===== src/rtl/alarm_ringer.sv =====
// rtl/alarm_ringer.sv - alarm match detection, ring/snooze/timeout control and buzzer drive
// Optional feature macro: ALARM_SNOOZE_EN (defined: snooze state, target latch, snooze outputs).
// Ports:
//   clk_50M, rst               clock, asynchronous active-high reset
//   state_mode, alarm_en       UI mode (4'd3 = alarm setting), alarm armed level
//   hour/minute/second_time    running clock time, binary
//   alarm_*_time               stored alarm time, binary
//   stop_key, snooze_key       raw active-low keys
//   buzzer                     gated square-wave drive
//   alarm_active, snoozing     RINGING / SNOOZE flags
//   snooze_count               snoozes used in the current alarm event
module alarm_ringer #(
  parameter int TONE_HALF      = 12500,
  parameter int GATE_HALF      = 12500000,
  parameter int RING_SECONDS   = 60,
  parameter int SNOOZE_MINUTES = 5,
  parameter int MAX_SNOOZE     = 3
) (
  input  logic       clk_50M,
  input  logic       rst,
  input  logic [3:0] state_mode,
  input  logic       alarm_en,
  input  logic [7:0] hour_time,
  input  logic [7:0] minute_time,
  input  logic [7:0] second_time,
  input  logic [7:0] alarm_hour_time,
  input  logic [7:0] alarm_minute_time,
  input  logic [7:0] alarm_second_time,
  input  logic       stop_key,
  input  logic       snooze_key,
  output logic       buzzer,
  output logic       alarm_active,
  output logic       snoozing,
  output logic [1:0] snooze_count
);
  localparam int TW = $clog2(TONE_HALF + 1);
  localparam int GW = $clog2(GATE_HALF + 1);
  localparam int RW = $clog2(RING_SECONDS + 1);

`ifdef ALARM_SNOOZE_EN
  typedef enum logic [1:0] {S_IDLE = 2'd0, S_RINGING = 2'd1, S_SNOOZE = 2'd2} state_t;
`else
  typedef enum logic [1:0] {S_IDLE = 2'd0, S_RINGING = 2'd1} state_t;
`endif

  state_t        r_state, w_state_nx;
  logic          r_stop_buf0, r_stop_buf1;
  logic          r_match_prev;
  logic [7:0]    r_sec_prev;
  logic [RW-1:0] r_ring_sec, w_ring_sec_nx;
  logic [TW-1:0] r_tone_cnt, w_tone_cnt_nx;
  logic [GW-1:0] r_gate_cnt, w_gate_cnt_nx;
  logic          r_tone, w_tone_nx, r_gate, w_gate_nx;
  logic          r_buzzer, r_alarm_active;
  logic          w_stop_press, w_match, w_trigger, w_sec_tick;

  assign w_stop_press = ~r_stop_buf0 & r_stop_buf1;
  assign w_match = alarm_en && (state_mode != 4'd3) && (hour_time == alarm_hour_time) &&
                   (minute_time == alarm_minute_time) && (second_time == alarm_second_time);
  // Only the first matching cycle fires, so a held match does not re-trigger after stop.
  assign w_trigger  = w_match & ~r_match_prev;
  assign w_sec_tick = (second_time != r_sec_prev);
  assign buzzer       = r_buzzer;
  assign alarm_active = r_alarm_active;

`ifdef ALARM_SNOOZE_EN
  logic       r_snz_buf0, r_snz_buf1, r_smatch_prev, r_snoozing;
  logic [1:0] r_count, w_count_nx;
  logic [7:0] r_tgt_hour, r_tgt_min, w_tgt_hour_nx, w_tgt_min_nx;
  logic [7:0] w_min_sum;
  logic       w_snooze_press, w_smatch, w_snz_trigger;

  assign w_snooze_press = ~r_snz_buf0 & r_snz_buf1;
  assign w_min_sum      = minute_time + 8'(SNOOZE_MINUTES);
  // Resume compares against the latched target, with the stored alarm second.
  assign w_smatch = (hour_time == r_tgt_hour) && (minute_time == r_tgt_min) &&
                    (second_time == alarm_second_time);
  assign w_snz_trigger = w_smatch & ~r_smatch_prev;
  assign snoozing      = r_snoozing;
  assign snooze_count  = r_count;
`else
  logic w_unused_snooze_key;
  assign w_unused_snooze_key = snooze_key;
  assign snoozing     = 1'b0;
  assign snooze_count = 2'd0;
`endif

  always_comb begin
    w_state_nx    = r_state;
    w_ring_sec_nx = r_ring_sec;
    w_tone_cnt_nx = r_tone_cnt;
    w_gate_cnt_nx = r_gate_cnt;
    w_tone_nx     = r_tone;
    w_gate_nx     = r_gate;
`ifdef ALARM_SNOOZE_EN
    w_count_nx    = r_count;
    w_tgt_hour_nx = r_tgt_hour;
    w_tgt_min_nx  = r_tgt_min;
`endif
    case (r_state)
      S_IDLE: begin
        if (w_trigger) begin
          w_state_nx    = S_RINGING;
          w_ring_sec_nx = '0;
        end
      end
      S_RINGING: begin
        if (!alarm_en || w_stop_press) begin
          w_state_nx = S_IDLE;
`ifdef ALARM_SNOOZE_EN
        end else if (w_snooze_press && (r_count < 2'(MAX_SNOOZE))) begin
          w_state_nx = S_SNOOZE;
          w_count_nx = r_count + 2'd1;
          if (w_min_sum >= 8'd60) begin
            w_tgt_min_nx  = w_min_sum - 8'd60;
            w_tgt_hour_nx = (hour_time == 8'd23) ? 8'd0 : hour_time + 8'd1;
          end else begin
            w_tgt_min_nx  = w_min_sum;
            w_tgt_hour_nx = hour_time;
          end
`endif
        end else if (w_sec_tick) begin
          if (r_ring_sec == RW'(RING_SECONDS - 1)) w_state_nx = S_IDLE;
          else w_ring_sec_nx = r_ring_sec + RW'(1);
        end
      end
`ifdef ALARM_SNOOZE_EN
      S_SNOOZE: begin
        if (!alarm_en || w_stop_press) begin
          w_state_nx = S_IDLE;
        end else if (w_snz_trigger) begin
          w_state_nx    = S_RINGING;
          w_ring_sec_nx = '0;
        end
      end
`endif
      default: w_state_nx = S_IDLE;
    endcase
`ifdef ALARM_SNOOZE_EN
    if (w_state_nx == S_IDLE) w_count_nx = 2'd0;
`endif
    // Tone/gate restart on every entry to RINGING so each ring starts in a gate-on window.
    if ((w_state_nx == S_RINGING) && (r_state != S_RINGING)) begin
      w_tone_cnt_nx = '0;
      w_gate_cnt_nx = '0;
      w_tone_nx     = 1'b0;
      w_gate_nx     = 1'b1;
    end else if (r_state == S_RINGING) begin
      if (r_tone_cnt == TW'(TONE_HALF - 1)) begin
        w_tone_cnt_nx = '0;
        w_tone_nx     = ~r_tone;
      end else begin
        w_tone_cnt_nx = r_tone_cnt + TW'(1);
      end
      if (r_gate_cnt == GW'(GATE_HALF - 1)) begin
        w_gate_cnt_nx = '0;
        w_gate_nx     = ~r_gate;
      end else begin
        w_gate_cnt_nx = r_gate_cnt + GW'(1);
      end
    end
  end

  always_ff @(posedge clk_50M or posedge rst) begin
    if (rst) begin
      r_state        <= S_IDLE;
      r_stop_buf0    <= 1'b1;
      r_stop_buf1    <= 1'b1;
      r_match_prev   <= 1'b1;
      r_sec_prev     <= 8'd0;
      r_ring_sec     <= '0;
      r_tone_cnt     <= '0;
      r_gate_cnt     <= '0;
      r_tone         <= 1'b0;
      r_gate         <= 1'b1;
      r_buzzer       <= 1'b0;
      r_alarm_active <= 1'b0;
    end else begin
      r_state        <= w_state_nx;
      r_stop_buf0    <= stop_key;
      r_stop_buf1    <= r_stop_buf0;
      r_match_prev   <= w_match;
      r_sec_prev     <= second_time;
      r_ring_sec     <= w_ring_sec_nx;
      r_tone_cnt     <= w_tone_cnt_nx;
      r_gate_cnt     <= w_gate_cnt_nx;
      r_tone         <= w_tone_nx;
      r_gate         <= w_gate_nx;
      r_buzzer       <= (w_state_nx == S_RINGING) & w_gate_nx & w_tone_nx;
      r_alarm_active <= (w_state_nx == S_RINGING);
    end
  end

`ifdef ALARM_SNOOZE_EN
  always_ff @(posedge clk_50M or posedge rst) begin
    if (rst) begin
      r_snz_buf0    <= 1'b1;
      r_snz_buf1    <= 1'b1;
      r_smatch_prev <= 1'b1;
      r_snoozing    <= 1'b0;
      r_count       <= 2'd0;
      r_tgt_hour    <= 8'd0;
      r_tgt_min     <= 8'd0;
    end else begin
      r_snz_buf0    <= snooze_key;
      r_snz_buf1    <= r_snz_buf0;
      r_smatch_prev <= w_smatch;
      r_snoozing    <= (w_state_nx == S_SNOOZE);
      r_count       <= w_count_nx;
      r_tgt_hour    <= w_tgt_hour_nx;
      r_tgt_min     <= w_tgt_min_nx;
    end
  end
`endif

endmodule


===== config.mk =====
export PLATFORM = sky130hd
export DESIGN_NAME = alarm_ringer
export DESIGN_NICKNAME = d
export VERILOG_FILES = /design/src/rtl/alarm_ringer.sv
export SDC_FILE = /design/constraint.sdc
export NUM_CORES = 1
export LEC_CHECK = 0
export ABC_AREA = 1
export CORE_ASPECT_RATIO = 1.2
export CORE_MARGIN = 4
export CORE_UTILIZATION = 35
export CTS_CLUSTER_DIAMETER = 120
export DETAILED_ROUTE_END_ITERATION = 8
export GPL_ROUTABILITY_DRIVEN = 0
export SYNTH_ARGS = -nofsm -noshare
export SYNTH_HDL_FRONTEND = slang
export SYNTH_SLANG_ARGS = --single-unit

===== constraint.sdc =====
create_clock -name clk_50M -period 3.4 [get_ports clk_50M]
set_clock_uncertainty 0.1 [all_clocks]
set_input_delay 0.34 -clock clk_50M [delete_from_list [all_inputs] [get_ports clk_50M]]
set_output_delay 0.34 -clock clk_50M [all_outputs]
set_load 0.02 [all_outputs]

==> summary.txt, run 1 <==
Die
  • IO Pins: 62
  • Core area: approximately 12000 um2
  • Row Count: 43
  • Starting density of the core: 35.93%
  • Die Span X: between 100 and 150 um
  • Die Height: around 130 um
  • DIE AREA: roughly 14000 um2

Layout
  • Register Area: roughly 1500 um2
  • Ratio of cells with drive above 1 in the final layout: a little over 8%
  • Fillers: between 1000 and 1500
  • Layout Utilization: 44.53%
  • P&R area growth vs syn: 23.93%
  • Most frequent cells in the layout: nand2_1 (183), inv_1 (84), dfrtp_1 (57), clkdlybuf4s50_1 (57), nand4_1 (49)
  • Most common cell after layout, fill and taps aside: nand2_1
  • Fin nets: approximately 700
  • Multi-input gate area: about 2200 um2
  • # diodes: 0

Timing
  • Tmin final: ~2400 ps
  • Slew @ Worst Pin: ~840 ps
  • Final setup fails: 0
  • Slew Viols, Final: 0
  • Max-Slew Margin vs Limit: between 40% and 50%
  • Setup_tns: 0 ps
  • Crit share post-route: between 70% and 80%
  • Final Hold Fails: 0
  • Hold slack: 220.0 ps
  • Fmax: 417.1 MHz
  • RSZ-0062 raised after global routing: no

Placement
  • Final HPWL DP: 7.409 mm
  • PortBufs: 57

Synth
  • Post-synth EDFFs: 0
  • Ys flop type: dfrtp_1
  • Synth Cell Area: about 4200 um2
  • Post-synth ARST share: 100.0%
  • FF+latch count, synth: ~60
  • Unique cell type count in the Yosys netlist: 39
  • Avg Cell Area, Syn: 6.893 um2
  • Synth Instances: 603
  • Seq/Total Area, Yosys: between 30 and 40%
  • Warnings, synthesis: 0

Clock tree
  • Clock Sinks: 61
  • CTS Buf Count: 9
  • CTS Hold Bufs: 0
  • Clk_lat worst skew: about 330 ps
  • CTS resizes: 0
  • Root Buffer: clkbuf_16
  • H-tree depth: 3
  • TritonCTS clock tree: yes
  • Reg clk slew, reported paths: approximately 60 ps
  • CTS max path bufs: 2
  • Post-CTS Setup Repair Bufs: 0

Worst setup path
  • Crit. End Element: flop
  • WP data arrival: 2520 ps
  • Critical path peak fanout: 31
  • WP data required: around 3500 ps
  • Crit start category: input port
  • Crit path kind: in2reg

Global route
  • Routing usage on met1: 18.70%
  • Number of global-route vias before repair: between 3000 and 4000
  • Largest net degree at the start of global routing: 46
  • Met2 Track Usage GR: around 26%
  • Met3 Track Usage GR: about 4.0%
  • Grt peak-use layer: met2
  • Gr usage total: about 15%
  • First-pass GRT wire length: ~17 mm
  • Initial antenna violation count: 0
  • Global route overflow: 0

Job
  • Max-cap viol count: 0

Power
  • Worst IR Drop VDD: approximately 0.21 mV
  • P per Cell Area: around 400 nW/um2
  • P_leak: approximately 0.0026 uW
  • Final Power: around 2100 uW

Drt
  • Routed Wire Length: just over 10 mm
  • DRT iter0 DRCs: roughly 230
  • DR vias: between 3000 and 4000
  • Drt drc: 0
  • Drt via density: slightly below 5
  • Antenna-violating nets left: 0
  • Average wire per standard cell: ~12 um
  • First drt pass iteration count: 4

Hold path
  • Hold WC Path Type: in2async

Outcome
  • Status: finished clean
-- layout make-up --
cell class / instances / area share [%]
clock buffer: 9 / 4.372
clock inverter: 7 / 1.433
inverter: 93 / 6.777
multi-input combinational: 433 / 42.22
sequential: 61 / 29.73
tap: 157 / 3.813
timing repair buffer: 61 / 11.66
-- path summary, 6_finish.rpt --
| check | start | to | slack [ps] | cells past startpoint |
|---|---|---|---|---|
| worst max-delay path | second_time[1] | r_gate_cnt[2] | 1000 | 11 |
| worst min-delay path | rst | r_gate_cnt[1] | 220 | 2 |
| worst max register to register | r_gate_cnt[0] | r_gate_cnt[15] | 1230 | 10 |
| worst min register to register | r_stop_buf0 | r_stop_buf1 | 270 | 0 |
| max in group asynchronous | rst | r_gate | 2250 | 3 |
| min in group clk_50M | r_stop_buf0 | r_stop_buf1 | 270 | 0 |
-- sequential cells by signal (all words and copies together), names as in the netlist --
name and cells:
r_tone_cnt 14, r_match_prev 1, buzzer 1, r_gate 1, r_sec_prev 8, r_gate_cnt 24
r_stop_buf1 1, r_tone 1, r_ring_sec 6, r_stop_buf0 1, alarm_active 1, r_state 2
-- kinds of logic (layout without fill, tap and decap cells) --
| group | Yosys count | after routing | synth area share, % |
|---|---|---|---|
| AND/OR/NAND/NOR | 364 | 364 | 40.85 |
| buffers and inverters | 112 | 170 | 11.11 |
| flip-flops | 61 | 61 | 36.85 |
| AO/OA/AOI/OAI | 41 | 41 | 5.780 |
| XOR/XNOR | 21 | 21 | 4.425 |
| adder cells (fa/ha/maj) | 3 | 3 | 0.9032 |
| other | 1 | 4 | 0.09022 |
-- cells in the mapped netlist, types with 9 or more instances --
cell	count	area (um2)
nor2_1	42	157.7
dfrtp_1	57	1426
nor3_1	14	70.07
buf_2	9	45.04
xnor2_1	12	105.1
xor2_1	9	78.83
nand2_1	183	686.9
o21ai_0	14	70.07
nand3_1	46	230.2
inv_1	85	319.1
a21oi_1	14	70.07
nand4_1	49	306.5
-- through the flow --
| step | instances | cell area, um2 | worst slack (ps) |
|---|---|---|---|
| 6_report | 821 | 5151 | 1003 |
| 5_1_grt | 821 | 5151 | 839.2 |
| 4_1_cts | 821 | 5151 | 973.1 |
| 3_5_place_dp | 805 | 4852 | 642.8 |
| 3_3_place_gp | 805 | 4852 | 635.3 |
| 2_1_floorplan | 606 | 4168 | 1454 |
-- routing by layer --
| layer | vias to the layer above | routed length, um |
|---|---|---|
| met5 | - | 0 |
| met4 | 0 | 168 |
| met3 | 10 | 544 |
| met2 | 108 | 4889 |
| met1 | 1822 | 4511 |
| li1 | 2054 | - |
-- critical path: stages --
cell and delay, ps:
clkdlybuf4s50_1 550, inv_1 60, nand2_1 120, nand2_1 60
nor3_1 130, nand2_1 70, nor2_1 150, nand3_2 390
buf_4 420, nand4_1 140, nand2_1 60
-- power by group --
part	switching, uW	leakage (uW)	internal [uW]
registers	62.6	0.000707	783
clock network	350	0.000146	570
logic	182	0.00175	149
total	594	0.00260	1500
No activity file was read; power rests on OpenSTA's default activity.
==> inputs of run 2 (changes only) <==
clock period = 1.92 ns   (was 3.4 ns; I/O delays follow)
==> run 2 against run 1 <==
  * Via count is 5.3% higher
  * Sequential power is 76% higher
  * Register-to-register slack worse by 1200 ps
  * Worst hold slack worse by 130 ps
  * Die area stayed put
  * Clock power is 78% higher
  * Utilization is 4.3 points higher
  * Critical path depth is 1 lower
  * Clock-buffer cell count is 4 higher
==> summary.txt, run 2 (synthesized netlist as in run 1, its figures left out) <==
Die
  • Row Count: between 40 and 50
  • Die Span X: ~110 um
  • IO Pins: 62
  • DIE AREA: 13690 um2
  • Starting density of the core: between 30% and 40%
  • Die Height: around 130 um
  • Core area: ~12000 um2

Layout
  • Layout Utilization: 48.85%
  • Leading registers by flop count: r_gate_cnt x24, r_tone_cnt x14, r_sec_prev x8
  • Max FFs per register: 24
  • Fillers: around 1100
  • Most common cell after layout, fill and taps aside: nand2_1
  • Multi-input gate area: roughly 2300 um2
  • Ratio of cells with drive above 1 in the final layout: 15.66%
  • P&R area growth vs syn: 35.94%
  • # diodes: 0
  • Biggest register: r_gate_cnt
  • Most frequent cells in the layout: nand2_1 (180), inv_1 (83), dfrtp_1 (57), clkdlybuf4s50_1 (57), nand4_1 (49)
  • Fin nets: around 760
  • Register Area: 1531 um2

Drt
  • Routed Wire Length: about 11 mm
  • Drt drc: 0
  • Drt via density: about 5
  • DR vias: about 4200
  • Average wire per standard cell: 12.69 um
  • Antenna-violating nets left: 0
  • DRT iter0 DRCs: around 190
  • First drt pass iteration count: 4

Outcome
  • Status: finished clean

Power
  • P_leak: ~0.0028 uW
  • Final Power: 3807 uW
  • Clock Power Share: 43.1%
  • Worst IR Drop VDD: between 0.4 and 0.5 mV
  • Net Sw Frac: 26.83%
  • P per Cell Area: 673.8 nW/um2
  • Int Power: between 2000 and 3000 uW
  • P_sw: 1021 uW
  • Combinational group share of total power: between 15 and 20%
  • Flop pwr share: 39.1%

Clock tree
  • Clock Sinks: slightly above 60
  • Root Buffer: clkbuf_16
  • CTS Hold Bufs: 0
  • H-tree depth: 3
  • CTS Buf Count: 9
  • Clk_lat worst skew: about 340 ps
  • Reg clk slew, reported paths: 50 ps
  • CTS max path bufs: 2
  • TritonCTS clock tree: yes

Global route
  • Number of global-route vias before repair: roughly 4200
  • Gr usage total: 16.34%
  • First-pass GRT wire length: about 18 mm
  • Initial antenna violation count: 0
  • Largest net degree at the start of global routing: 51
  • Global route overflow: 0

Worst setup path
  • WP data required: between 2000 and 2500 ps
  • Critical path peak fanout: 6
  • Crit path kind: reg2reg
  • Crit. End Element: flop
  • WP data arrival: 2000 ps
  • Crit start category: flop

Timing
  • Final setup fails: 0
  • Max-Slew Margin vs Limit: 58.66%
  • Hold slack: 85.27 ps
  • Crit share post-route: between 90% and 100%
  • Tmin final: 1885 ps
  • Slew @ Worst Pin: 615.4 ps
  • Final Hold Fails: 0
  • RSZ-0062 raised after global routing: yes
  • Worst Setup Slack, final: between 30 and 40 ps
  • Slew Viols, Final: 0
  • Fmax: 530.6 MHz

Placement
  • PortBufs: 57
  • Final HPWL DP: a little under 8 mm
  • Worst slack at placement: -167.0 ps

Job
  • Max-cap viol count: 0

Hold path
  • Hold WC Path Type: in2async
-- run 2: worst max-delay path: stages (launching register included) --
cell and delay [ps]:
dfrtp_1 370, ha_2 190, nand2_2 70, nor2_4 170
nand2_1 90, nor2_2 170, nand2_2 80, nand2_4 120
clkinvlp_4 210, o211ai_1 130, nand2_1 70
-- run 2: power groups by stage --
stage | logic, uW | clock network, uW | registers, uW
after floorplan | 390 | 0 | 1480
after global placement | 653 | 0 | 1500
after detailed placement | 666 | 0 | 1510
after CTS | 670 | 1690 | 1480
after global routing | 780 | 1740 | 1500
final | 679 | 1640 | 1490
-- run 2: final cells by class --
class	instances	share of cell area (%)
multi-input combinational	433	39.90
sequential	61	27.10
timing repair buffer	105	17.74
inverter	93	6.244
clock buffer	13	4.606
tap	157	3.477
clock inverter	3	0.7972
timing repair inverter	1	0.1329
-- run 2: path summary, 6_finish.rpt --
path	cells after the start	slack, ps	to	start
max in group asynchronous	3	1070	r_gate	rst
hold reg to reg	0	270	r_stop_buf1	r_stop_buf0
setup / recovery	10	40	r_gate_cnt[15]	r_gate_cnt[1]
min in group clk_50M	1	170	r_stop_buf0	stop_key
hold / removal	2	90	r_gate_cnt[23]	rst
setup reg to reg	10	40	r_gate_cnt[15]	r_gate_cnt[1]
-- run 2: stage by stage --
step                instance area [um2]  cells  setup TNS (ps)
CTS                                5478    857               0
detailed placement                 5172    841           -5147
finish                             5650    866               0
floorplan                          4168    606               0
global route                       5650    866          -332.7
global placement                   5172    841           -2521
-- run 2: metal layers --
layer | wire (um) | GRT usage (%) | vias to the layer above
met2 | 5665 | 29.58 | 114
met1 | 4441 | 18.34 | 1927
met3 | 669 | 3.537 | 17
met5 | 0 | 0 | -
met4 | 212 | 6.835 | 0
li1 | - | - | 2148
-- run 2: timing repair --
action | in CTS | in global routing
buffers inserted | 0 | 7
resized for setup | 0 | 19
setup endpoints to repair | 0 | 41
